[config.mk]
export PLATFORM = sky130hd
export DESIGN_NAME = board_move_ctrl_flat
export DESIGN_NICKNAME = d
export VERILOG_FILES = /design/src/rtl/board_move_if.sv /design/src/rtl/board_move_ctrl.sv /design/src/flat_wrapper.sv
export SDC_FILE = /design/constraint.sdc
export NUM_CORES = 1
export LEC_CHECK = 0
export CORE_MARGIN = 8
export CORE_UTILIZATION = 55
export DETAILED_ROUTE_END_ITERATION = 8
export MAX_ROUTING_LAYER = met4
export PLACE_DENSITY_LB_ADDON = 0.2
export SYNTH_ARGS = -nofsm -noshare
export SYNTH_HDL_FRONTEND = slang
export SYNTH_SLANG_ARGS = --single-unit
[constraint.sdc]
create_clock -name clk -period 5.3 [get_ports clk]
set_clock_uncertainty 0.05 [all_clocks]
set_input_delay 1.59 -clock clk [delete_from_list [all_inputs] [get_ports clk]]
set_output_delay 1.59 -clock clk [all_outputs]
set_load 0.005 [all_outputs]
[src/rtl/board_move_if.sv]
// Board move controller bundle: board snapshot, player buttons and commit outputs.
// The master side drives the board and buttons; the slave side is the controller.
interface board_move_if #(
    parameter int CELLS  = 9,
    parameter int CELL_W = 2,
    parameter int IDX_W  = $clog2(CELLS)
);
    logic [CELLS*CELL_W-1:0] board_in;
    logic [CELL_W-1:0]       player;
    logic                    turn_valid;
    logic                    btn_next_n;
    logic                    btn_place_n;
    logic                    timeout;
    logic [CELLS*CELL_W-1:0] board_out;
    logic                    load;
    logic                    reject;
    logic [IDX_W-1:0]        cursor;
    logic [IDX_W-1:0]        placed_idx;
    logic                    busy;
    logic                    full;

    modport master (
        output board_in, player, turn_valid, btn_next_n, btn_place_n, timeout,
        input  board_out, load, reject, cursor, placed_idx, busy, full
    );

    modport slave (
        input  board_in, player, turn_valid, btn_next_n, btn_place_n, timeout,
        output board_out, load, reject, cursor, placed_idx, busy, full
    );
endinterface

[src/rtl/board_move_ctrl.sv]
// Cursor/placement controller with timeout auto-scan for an N-cell board.
// BOARD_MOVE_LFSR_START_EN: auto-scan starts at a pseudo-random cell.
module board_move_ctrl #(
    parameter  int CELLS    = 9,
    parameter  int CELL_W   = 2,
    parameter  int NPLAYERS = 2,
    localparam int IDX_W    = $clog2(CELLS)
) (
    input logic         clk,
    input logic         rst_n,
    board_move_if.slave bm
);
    typedef enum logic [1:0] {S_IDLE, S_SCAN, S_COMMIT} state_t;

    state_t                  r_state;
    state_t                  w_state_nxt;
    logic [CELLS*CELL_W-1:0] r_board;
    logic                    r_load;
    logic                    r_reject;
    logic [IDX_W-1:0]        r_cursor;
    logic [IDX_W-1:0]        r_placed;
    logic [IDX_W-1:0]        r_scan_idx;
    logic [IDX_W-1:0]        r_count;
    logic                    r_next_q;
    logic                    r_place_q;

    logic [CELL_W-1:0]       w_cells [CELLS];
    logic                    w_next_press;
    logic                    w_place_press;
    logic                    w_pvalid;
    logic                    w_full;
    logic [IDX_W-1:0]        w_cursor_inc;
    logic [IDX_W-1:0]        w_scan_inc;
    logic [IDX_W-1:0]        w_start_idx;
    logic [IDX_W-1:0]        w_wr_idx;
    logic [CELLS*CELL_W-1:0] w_board_nxt;
    logic                    w_man_commit;
    logic                    w_man_reject;
    logic                    w_auto_commit;
    logic                    w_start;
    logic                    w_scan_step;
    logic                    w_scan_fail;
    logic                    w_cur_step;

    for (genvar k = 0; k < CELLS; k++) begin : g_cell
        assign w_cells[k] = bm.board_in[k*CELL_W +: CELL_W];
    end

    assign w_next_press  = ~bm.btn_next_n & r_next_q;
    assign w_place_press = ~bm.btn_place_n & r_place_q;
    assign w_pvalid      = (bm.player != '0) &&
                           (bm.player <= CELL_W'(NPLAYERS));
    assign w_cursor_inc  = (r_cursor == IDX_W'(CELLS-1)) ? '0 : r_cursor + 1'b1;
    assign w_scan_inc    = (r_scan_idx == IDX_W'(CELLS-1)) ? '0 : r_scan_idx + 1'b1;
    assign w_wr_idx      = (r_state == S_COMMIT) ? r_scan_idx : r_cursor;

`ifdef BOARD_MOVE_LFSR_START_EN
    logic [7:0] r_lfsr;

    // Galois form of x^8+x^6+x^5+x^4+1
    always_ff @(posedge clk or negedge rst_n) begin
        if (!rst_n) r_lfsr <= 8'h01;
        else        r_lfsr <= {1'b0, r_lfsr[7:1]} ^ (r_lfsr[0] ? 8'hB8 : 8'h00);
    end

    assign w_start_idx = IDX_W'({24'd0, r_lfsr} % CELLS);
`else
    assign w_start_idx = r_cursor;
`endif

    always_comb begin
        w_full = 1'b1;
        for (int k = 0; k < CELLS; k++) begin
            if (w_cells[k] == '0) w_full = 1'b0;
        end
    end

    always_comb begin
        w_board_nxt = bm.board_in;
        w_board_nxt[w_wr_idx*CELL_W +: CELL_W] = bm.player;
    end

    always_comb begin
        w_state_nxt   = r_state;
        w_man_commit  = 1'b0;
        w_man_reject  = 1'b0;
        w_auto_commit = 1'b0;
        w_start       = 1'b0;
        w_scan_step   = 1'b0;
        w_scan_fail   = 1'b0;
        w_cur_step    = 1'b0;
        unique case (r_state)
            S_IDLE: begin
                w_cur_step = w_next_press;
                // a manual place outranks a pending timeout
                if (w_place_press && bm.turn_valid) begin
                    if (w_pvalid && w_cells[r_cursor] == '0) w_man_commit = 1'b1;
                    else                                     w_man_reject = 1'b1;
                end else if (bm.timeout && bm.turn_valid && w_pvalid) begin
                    w_start     = 1'b1;
                    w_state_nxt = S_SCAN;
                end
            end
            S_SCAN: begin
                if (!bm.turn_valid) begin
                    w_state_nxt = S_IDLE;
                end else if (w_cells[r_scan_idx] == '0) begin
                    w_state_nxt = S_COMMIT;
                end else if (r_count == IDX_W'(CELLS-1)) begin
                    w_scan_fail = 1'b1;
                    w_state_nxt = S_IDLE;
                end else begin
                    w_scan_step = 1'b1;
                end
            end
            S_COMMIT: begin
                w_auto_commit = 1'b1;
                w_state_nxt   = S_IDLE;
            end
            default: w_state_nxt = S_IDLE;
        endcase
    end

    always_ff @(posedge clk or negedge rst_n) begin
        if (!rst_n) r_state <= S_IDLE;
        else        r_state <= w_state_nxt;
    end

    always_ff @(posedge clk or negedge rst_n) begin
        if (!rst_n) begin
            r_board    <= '0;
            r_load     <= 1'b0;
            r_reject   <= 1'b0;
            r_cursor   <= '0;
            r_placed   <= '0;
            r_scan_idx <= '0;
            r_count    <= '0;
            r_next_q   <= 1'b1;
            r_place_q  <= 1'b1;
        end else begin
            // history tracks even while busy so no stale edge survives a scan
            r_next_q  <= bm.btn_next_n;
            r_place_q <= bm.btn_place_n;
            r_load    <= w_man_commit | w_auto_commit;
            r_reject  <= w_man_reject | w_scan_fail;
            if (w_man_commit || w_auto_commit) begin
                r_board  <= w_board_nxt;
                r_placed <= w_wr_idx;
            end
            if (w_auto_commit)   r_cursor <= r_scan_idx;
            else if (w_cur_step) r_cursor <= w_cursor_inc;
            if (w_start) begin
                r_scan_idx <= w_start_idx;
                r_count    <= '0;
            end else if (w_scan_step) begin
                r_scan_idx <= w_scan_inc;
                r_count    <= r_count + 1'b1;
            end
        end
    end

    assign bm.board_out  = r_board;
    assign bm.load       = r_load;
    assign bm.reject     = r_reject;
    assign bm.cursor     = r_cursor;
    assign bm.placed_idx = r_placed;
    assign bm.busy       = (r_state != S_IDLE);
    assign bm.full       = w_full;
endmodule

[src/flat_wrapper.sv]
// flat-port wrapper written by rule: the top's interface ports become plain ports
module board_move_ctrl_flat 
#(
    parameter  int CELLS    = 9,
    parameter  int CELL_W   = 2,
    parameter  int NPLAYERS = 2,
    localparam int IDX_W    = $clog2(CELLS)
)
  (clk, rst_n, bm_board_in, bm_player, bm_turn_valid, bm_btn_next_n, bm_btn_place_n, bm_timeout, bm_board_out, bm_load, bm_reject, bm_cursor, bm_placed_idx, bm_busy, bm_full);
  board_move_if #(.CELLS(CELLS), .CELL_W(CELL_W)) bm_i ();
  input logic clk;
  input logic rst_n;
  input wire logic [$bits(bm_i.board_in)-1:0] bm_board_in;
  input wire logic [$bits(bm_i.player)-1:0] bm_player;
  input wire logic [$bits(bm_i.turn_valid)-1:0] bm_turn_valid;
  input wire logic [$bits(bm_i.btn_next_n)-1:0] bm_btn_next_n;
  input wire logic [$bits(bm_i.btn_place_n)-1:0] bm_btn_place_n;
  input wire logic [$bits(bm_i.timeout)-1:0] bm_timeout;
  output wire logic [$bits(bm_i.board_out)-1:0] bm_board_out;
  output wire logic [$bits(bm_i.load)-1:0] bm_load;
  output wire logic [$bits(bm_i.reject)-1:0] bm_reject;
  output wire logic [$bits(bm_i.cursor)-1:0] bm_cursor;
  output wire logic [$bits(bm_i.placed_idx)-1:0] bm_placed_idx;
  output wire logic [$bits(bm_i.busy)-1:0] bm_busy;
  output wire logic [$bits(bm_i.full)-1:0] bm_full;
  assign bm_i.board_in = bm_board_in;
  assign bm_i.player = bm_player;
  assign bm_i.turn_valid = bm_turn_valid;
  assign bm_i.btn_next_n = bm_btn_next_n;
  assign bm_i.btn_place_n = bm_btn_place_n;
  assign bm_i.timeout = bm_timeout;
  assign bm_board_out = bm_i.board_out;
  assign bm_load = bm_i.load;
  assign bm_reject = bm_i.reject;
  assign bm_cursor = bm_i.cursor;
  assign bm_placed_idx = bm_i.placed_idx;
  assign bm_busy = bm_i.busy;
  assign bm_full = bm_i.full;
  board_move_ctrl #(.CELLS(CELLS), .CELL_W(CELL_W), .NPLAYERS(NPLAYERS)) u_core (.clk(clk), .rst_n(rst_n), .bm(bm_i));
endmodule
### Word-level counts from Yosys, hierarchy flattened

Cells that the tools add are included.

| word-level totals | value |
|---|---|
| output and inout bits | 30 |
| logic and storage cells | 108 |
| input bits | 26 |
| bits in registers | 40 |

| cells by class | value |
|---|---|
| $lt $le $gt $ge | 3 |
| add/sub/neg operators | 4 |
| shift-type cells | 2 |
| multiplexer cells | 50 |
| bitwise logic cells | 8 |
| eq/ne operators | 8 |
| reductions and logical operators | 23 |

Operator list:

| kind | number |
|---|---|
| $mux 4 | 9 |
| $neg 5->34 | 1 |
| $shift 2x34->18 const A | 1 |
| $shiftx 2x34->18 | 1 |
| $mux 1 | 28 |
| $logic_not 2->1 | 12 |
| $bwmux 18 | 1 |
| $mux 2 | 9 |
| $bmux 2 s4 | 2 |
| $add 4x1->4 const B | 3 |
| $eq 4x4->1 const B | 3 |
| $ge 5x5->1 const B | 2 |
| $not 4->5 | 2 |
| $reduce_bool 2->1 | 4 |
| $logic_and 1x1->1 | 5 |
| $ne 4x2->1 const B | 1 |
| $pmux 2 s2 | 1 |
| $reduce_and 3->1 | 1 |
| $and 1x1->1 | 2 |
| $eq 2x1->1 const B | 1 |
| $eq 2x2->1 const B | 1 |
| $le 2x2->1 const B | 1 |
| $ne 2x1->1 const B | 1 |
| $ne 2x2->1 const B | 1 |
| other kinds (3) | 5 |

### Logic depth before layout (Yosys ltp)

| depth | value |
|---|---|
| word-level depth | 10 |
| depth in mapped cells | 11 |
| mapped depth without buffers | 8 |

### Worst setup path after synthesis

No wires, ideal clock.

| path | value |
|---|---|
| path type | input-to-output |
| start point | input bm_board_in[1] |
| end point | output bm_full |
| setup slack | 1.516 ns |
| arrival time | 2.144 ns |
| buffers on the path | 0 |
| data required time | 3.660 ns |
| cell stages on the path | 4 |
| cells stage by stage | or2_1 > o21ai_0 > nor4_1 > and4_1 |

| on the way | value |
|---|---|
| cells in the longest elaborated chain, start to end | 10 |

RTL lines:

| element | line | text |
|---|---|---|
| from (decl) | flat_wrapper.sv:13 | `input wire logic [$bits(bm_i.board_in)-1:0] bm_board_in;` |
| $logic_not 2->1 | board_move_ctrl.sv:74 | `if (w_cells[k] == '0) w_full = 1'b0;` |
| $mux 1 (9 in a row) | board_move_ctrl.sv:74 |  |
| to (decl) | flat_wrapper.sv:25 | `output wire logic [$bits(bm_i.full)-1:0] bm_full;` |

Every way passes these cells.

### Worst setup path in the final report

| path | value |
|---|---|
| start point | input bm_board_in[0] |
| end point | output bm_full |

Same word-level chain as after synthesis.

==> impl_table.tex <==
\begin{tabular}{lr}
\hline
Metric & Value \\
\hline
\multicolumn{2}{l}{\textbf{Outcome}} \\
Outcome & complete, no violations \\
\multicolumn{2}{l}{\textbf{CTS}} \\
TritonCTS sink count & 40 \\
Clock transition at the registers of the reported paths & 70 ps \\
Clk root buf & clkbuf\_8 \\
H-tree Lvls & 2 \\
Clock tree from TritonCTS & built \\
Hold buffers post-CTS & 0 \\
Source-to-sink clock delay at the later pin of the worst-skew pair & 290 ps \\
Clock Tree Buf Depth & 2 \\
TritonCTS buffer count & 5 \\
PostCTS Resize Cnt & 0 \\
Setup Buffers After CTS & 0 \\
\multicolumn{2}{l}{\textbf{STA}} \\
Peak Freq & 198.5 MHz \\
Setup repair after global routing missed its margin & false \\
Post-route setup TNS & 0 ps \\
Worst slew pin tran & 862.6 ps \\
Number of pins with negative max-slew slack in the final report & 0 \\
Final number of hold-violating endpoints & 0 \\
Final worst-path cycle share & 0.9504 \\
Worst-case headroom to the max-slew limit & 0.4249 \\
Final Critical Period & 5037 ps \\
Final Setup Violations & 0 \\
Smallest hold slack & 451.5 ps \\
\multicolumn{2}{l}{\textbf{Power}} \\
Cell-internal power & 1031 uW \\
Part of the power in registers & 0.321 \\
Sw frac & 0.4091 \\
Peak VDD IR & 245.1 uV \\
Combinational share of power & 0.560 \\
Pwr Density & 526.9 nW/um\^{}2 \\
Switching power of the nets & 713.6 uW \\
Leakage power & 0.001334 uW \\
Clock share of power & 0.118 \\
\multicolumn{2}{l}{\textbf{Placement}} \\
Count of placed standard cells including taps & 366 \\
Port buffer count & 55 \\
Routability Congestion & 0.8734 \\
Post-place instance area & 3221 um\^{}2 \\
HPWL after detailed placement & 5.272 mm \\
\multicolumn{2}{l}{\textbf{Drt}} \\
Antenna viol nets, final & 0 \\
Routed WL per cell & 18.72 um \\
First DRT Iteration DRCs & 233 \\
DRC errors left & 0 \\
Total Wirelength & 7.001 mm \\
Via count & 2382 \\
Detail-routed via count per cell & 6.369 \\
DRT Pass-1 Iters & 5 \\
\multicolumn{2}{l}{\textbf{Floorplanning}} \\
Full die area & 7338 um\^{}2 \\
Cell Rows & 25 \\
Total I/O pin count & 56 \\
Starting Density & 0.5688 \\
Placeable core region & 4692 um\^{}2 \\
Vertical die dimension & 85.66 um \\
Die outline width & 85.66 um \\
\multicolumn{2}{l}{\textbf{Layout}} \\
Synthesis-to-finish area growth & 24.05\% \\
Area of all placed cells without fillers & 3311 um\^{}2 \\
Highest-count cells in the layout ignoring fill and taps & clkdlybuf4s50\_1 (54), dfrtp\_1 (38), nor2\_1 (17) \\
Most frequent standard cell in the layout excluding fill and tap cells & clkdlybuf4s50\_1 \\
Final core occ & 0.7056 \\
Final antenna diode count & 0 \\
Post-layout net count & 353 \\
Ratio of cells with drive above 1 in the final layout & 0.1469 \\
Filler cell count in the final layout & 389 \\
Post-layout instance count excluding filler cells & 374 \\
\multicolumn{2}{l}{\textbf{Run}} \\
Max Cap Viol & 0 \\
\multicolumn{2}{l}{\textbf{Global routing}} \\
Number of antenna violations at the first check in global routing & 0 \\
Global route overflow & 0 \\
Wire length of the first global-routing pass & 11.47 mm \\
Pin count of the biggest net entering global routing & 41 \\
Overall track demand over capacity in global routing & 0.2019 \\
Vias in the first global route & 2353 \\
\multicolumn{2}{l}{\textbf{Setup path}} \\
Largest fanout on the critical path & 3 \\
Worst Path Arrival & 3400 ps \\
Worst setup path class & input pin to primary output \\
Crit end category & primary output \\
Critical path data required time & 3660 ps \\
Nature of the critical path startpoint & input pin \\
\multicolumn{2}{l}{\textbf{Synth}} \\
Distinct cell type count of the synthesized netlist & 61 \\
Number of warning messages in the yosys log & 0 \\
FF+latch count, synth & 40 \\
Cell taking the most area after synthesis & dfrtp\_1 \\
Post-synthesis net count & 301 \\
Ys async rst share & 1.000 \\
Proportion of netlist area held by the largest area contributor & 0.3563 \\
Synthesized cell area & 2669 um\^{}2 \\
Count of mapped cells out of synthesis & 267 \\
Sequential area share after synthesis & 0.3760 \\
Number of synthesized flops with an enable pin & 0 \\
Mean area per synthesized cell & 9.996 um\^{}2 \\
Largest cells by area after synthesis & dfrtp\_1 (36\%), mux2\_2 (6.3\%), mux2\_4 (4.5\%) \\
Leading register cell type out of synthesis & dfrtp\_1 \\
\multicolumn{2}{l}{\textbf{Hold path}} \\
Hold WC Path Type & register to register \\
\hline
\end{tabular}
layout make-up:
class | count | area [um^2] | share of cell area
Multi-Input combinational cell | 204 | 1544 | 0.4664
Sequential cell | 40 | 1003 | 0.3031
Timing Repair Buffer | 58 | 568.0 | 0.1716
Clock buffer | 8 | 90.09 | 0.02721
Tap cell | 54 | 67.56 | 0.02041
Inverter | 10 | 37.54 | 0.01134
synthesized netlist by cell type, types with 4 or more instances:
cell type / instances
nor2_1: 17
o211ai_1: 4
o21ai_0: 15
nor3_1: 4
ha_1: 8
nand3_1: 16
inv_1: 7
clkbuf_1: 6
mux2_2: 15
dfrtp_1: 38
nor2b_1: 8
mux2i_1: 5
nand2_1: 14
a31oi_1: 10
mux2_4: 8
a21oi_1: 7
a211oi_1: 10
nor3b_1: 4
nand2b_1: 5
power by group through the flow:
stage / logic [uW] / registers [uW] / clock network (uW)
after floorplan: 633 / 515 / 0
after global placement: 948 / 556 / 0
after detailed placement: 966 / 563 / 0
after CTS: 976 / 558 / 212
after global routing: 1070 / 578 / 226
final: 977 / 560 / 207
per-layer routing:
| layer | share of wire | vias to the layer above | GRT usage |
|---|---|---|---|
| met1 | 0.44 | 1146 | 0.2364 |
| met2 | 0.47 | 117 | 0.3209 |
| met5 | 0 | - | - |
| li1 | - | 1112 | - |
| met4 | 0.016 | 0 | 0.07643 |
| met3 | 0.075 | 7 | 0.05922 |
state kept, by name, summed over array words and instances (netlist names):
name                  count
u_core.bm.placed_idx      4
u_core.r_next_q           1
u_core.bm.reject          1
u_core.r_scan_idx         4
u_core.r_count            4
u_core.r_state            2
u_core.bm.board_out      18
u_core.bm.cursor          4
u_core.r_place_q          1
u_core.bm.load            1
stage by stage:
stage	power, uW	setup slack (ps)
after floorplan	1148	1516
after global placement	1504	347.2
after detailed placement	1529	286.3
after CTS	1746	284.2
after global routing	1871	124.8
final	1744	262.8
worst paths after layout:
path / slack, ps / endpoint / depth (start not counted) / start
worst max register to register: 1740 / u_core.bm.board_out[17] / 9 / u_core.r_state[0]
worst min register to register: 450 / u_core.r_count[2] / 1 / u_core.r_count[2]
worst max-delay path: 260 / bm_full / 6 / bm_board_in[0]
min in group asynchronous: 1350 / u_core.r_count[2] / 1 / rst_n
worst min-delay path: 450 / u_core.r_count[2] / 1 / u_core.r_count[2]
max in group asynchronous: 3310 / u_core.bm.board_out[5] / 1 / rst_n
worst max-delay path, stage by stage:
cell             delay [ps]
clkdlybuf4s50_1         470
or2_1                   160
o21ai_0                 110
nor4_1                  280
and4_1                  280
clkdlybuf4s50_1         510
cells by family (layout without fill, tap and decap cells):
group / Yosys count / count (layout) / share of synthesized area
fa+ha+maj: 8 / 8 / 0.03751
mux: 32 / 32 / 0.1575
flops: 40 / 40 / 0.3760
buf+inv: 23 / 76 / 0.04547
simple gates: 94 / 94 / 0.1936
compound gates: 67 / 67 / 0.1800
xor+xnor: 3 / 3 / 0.009847
Note: power is estimated with default switching activity, not from simulation.
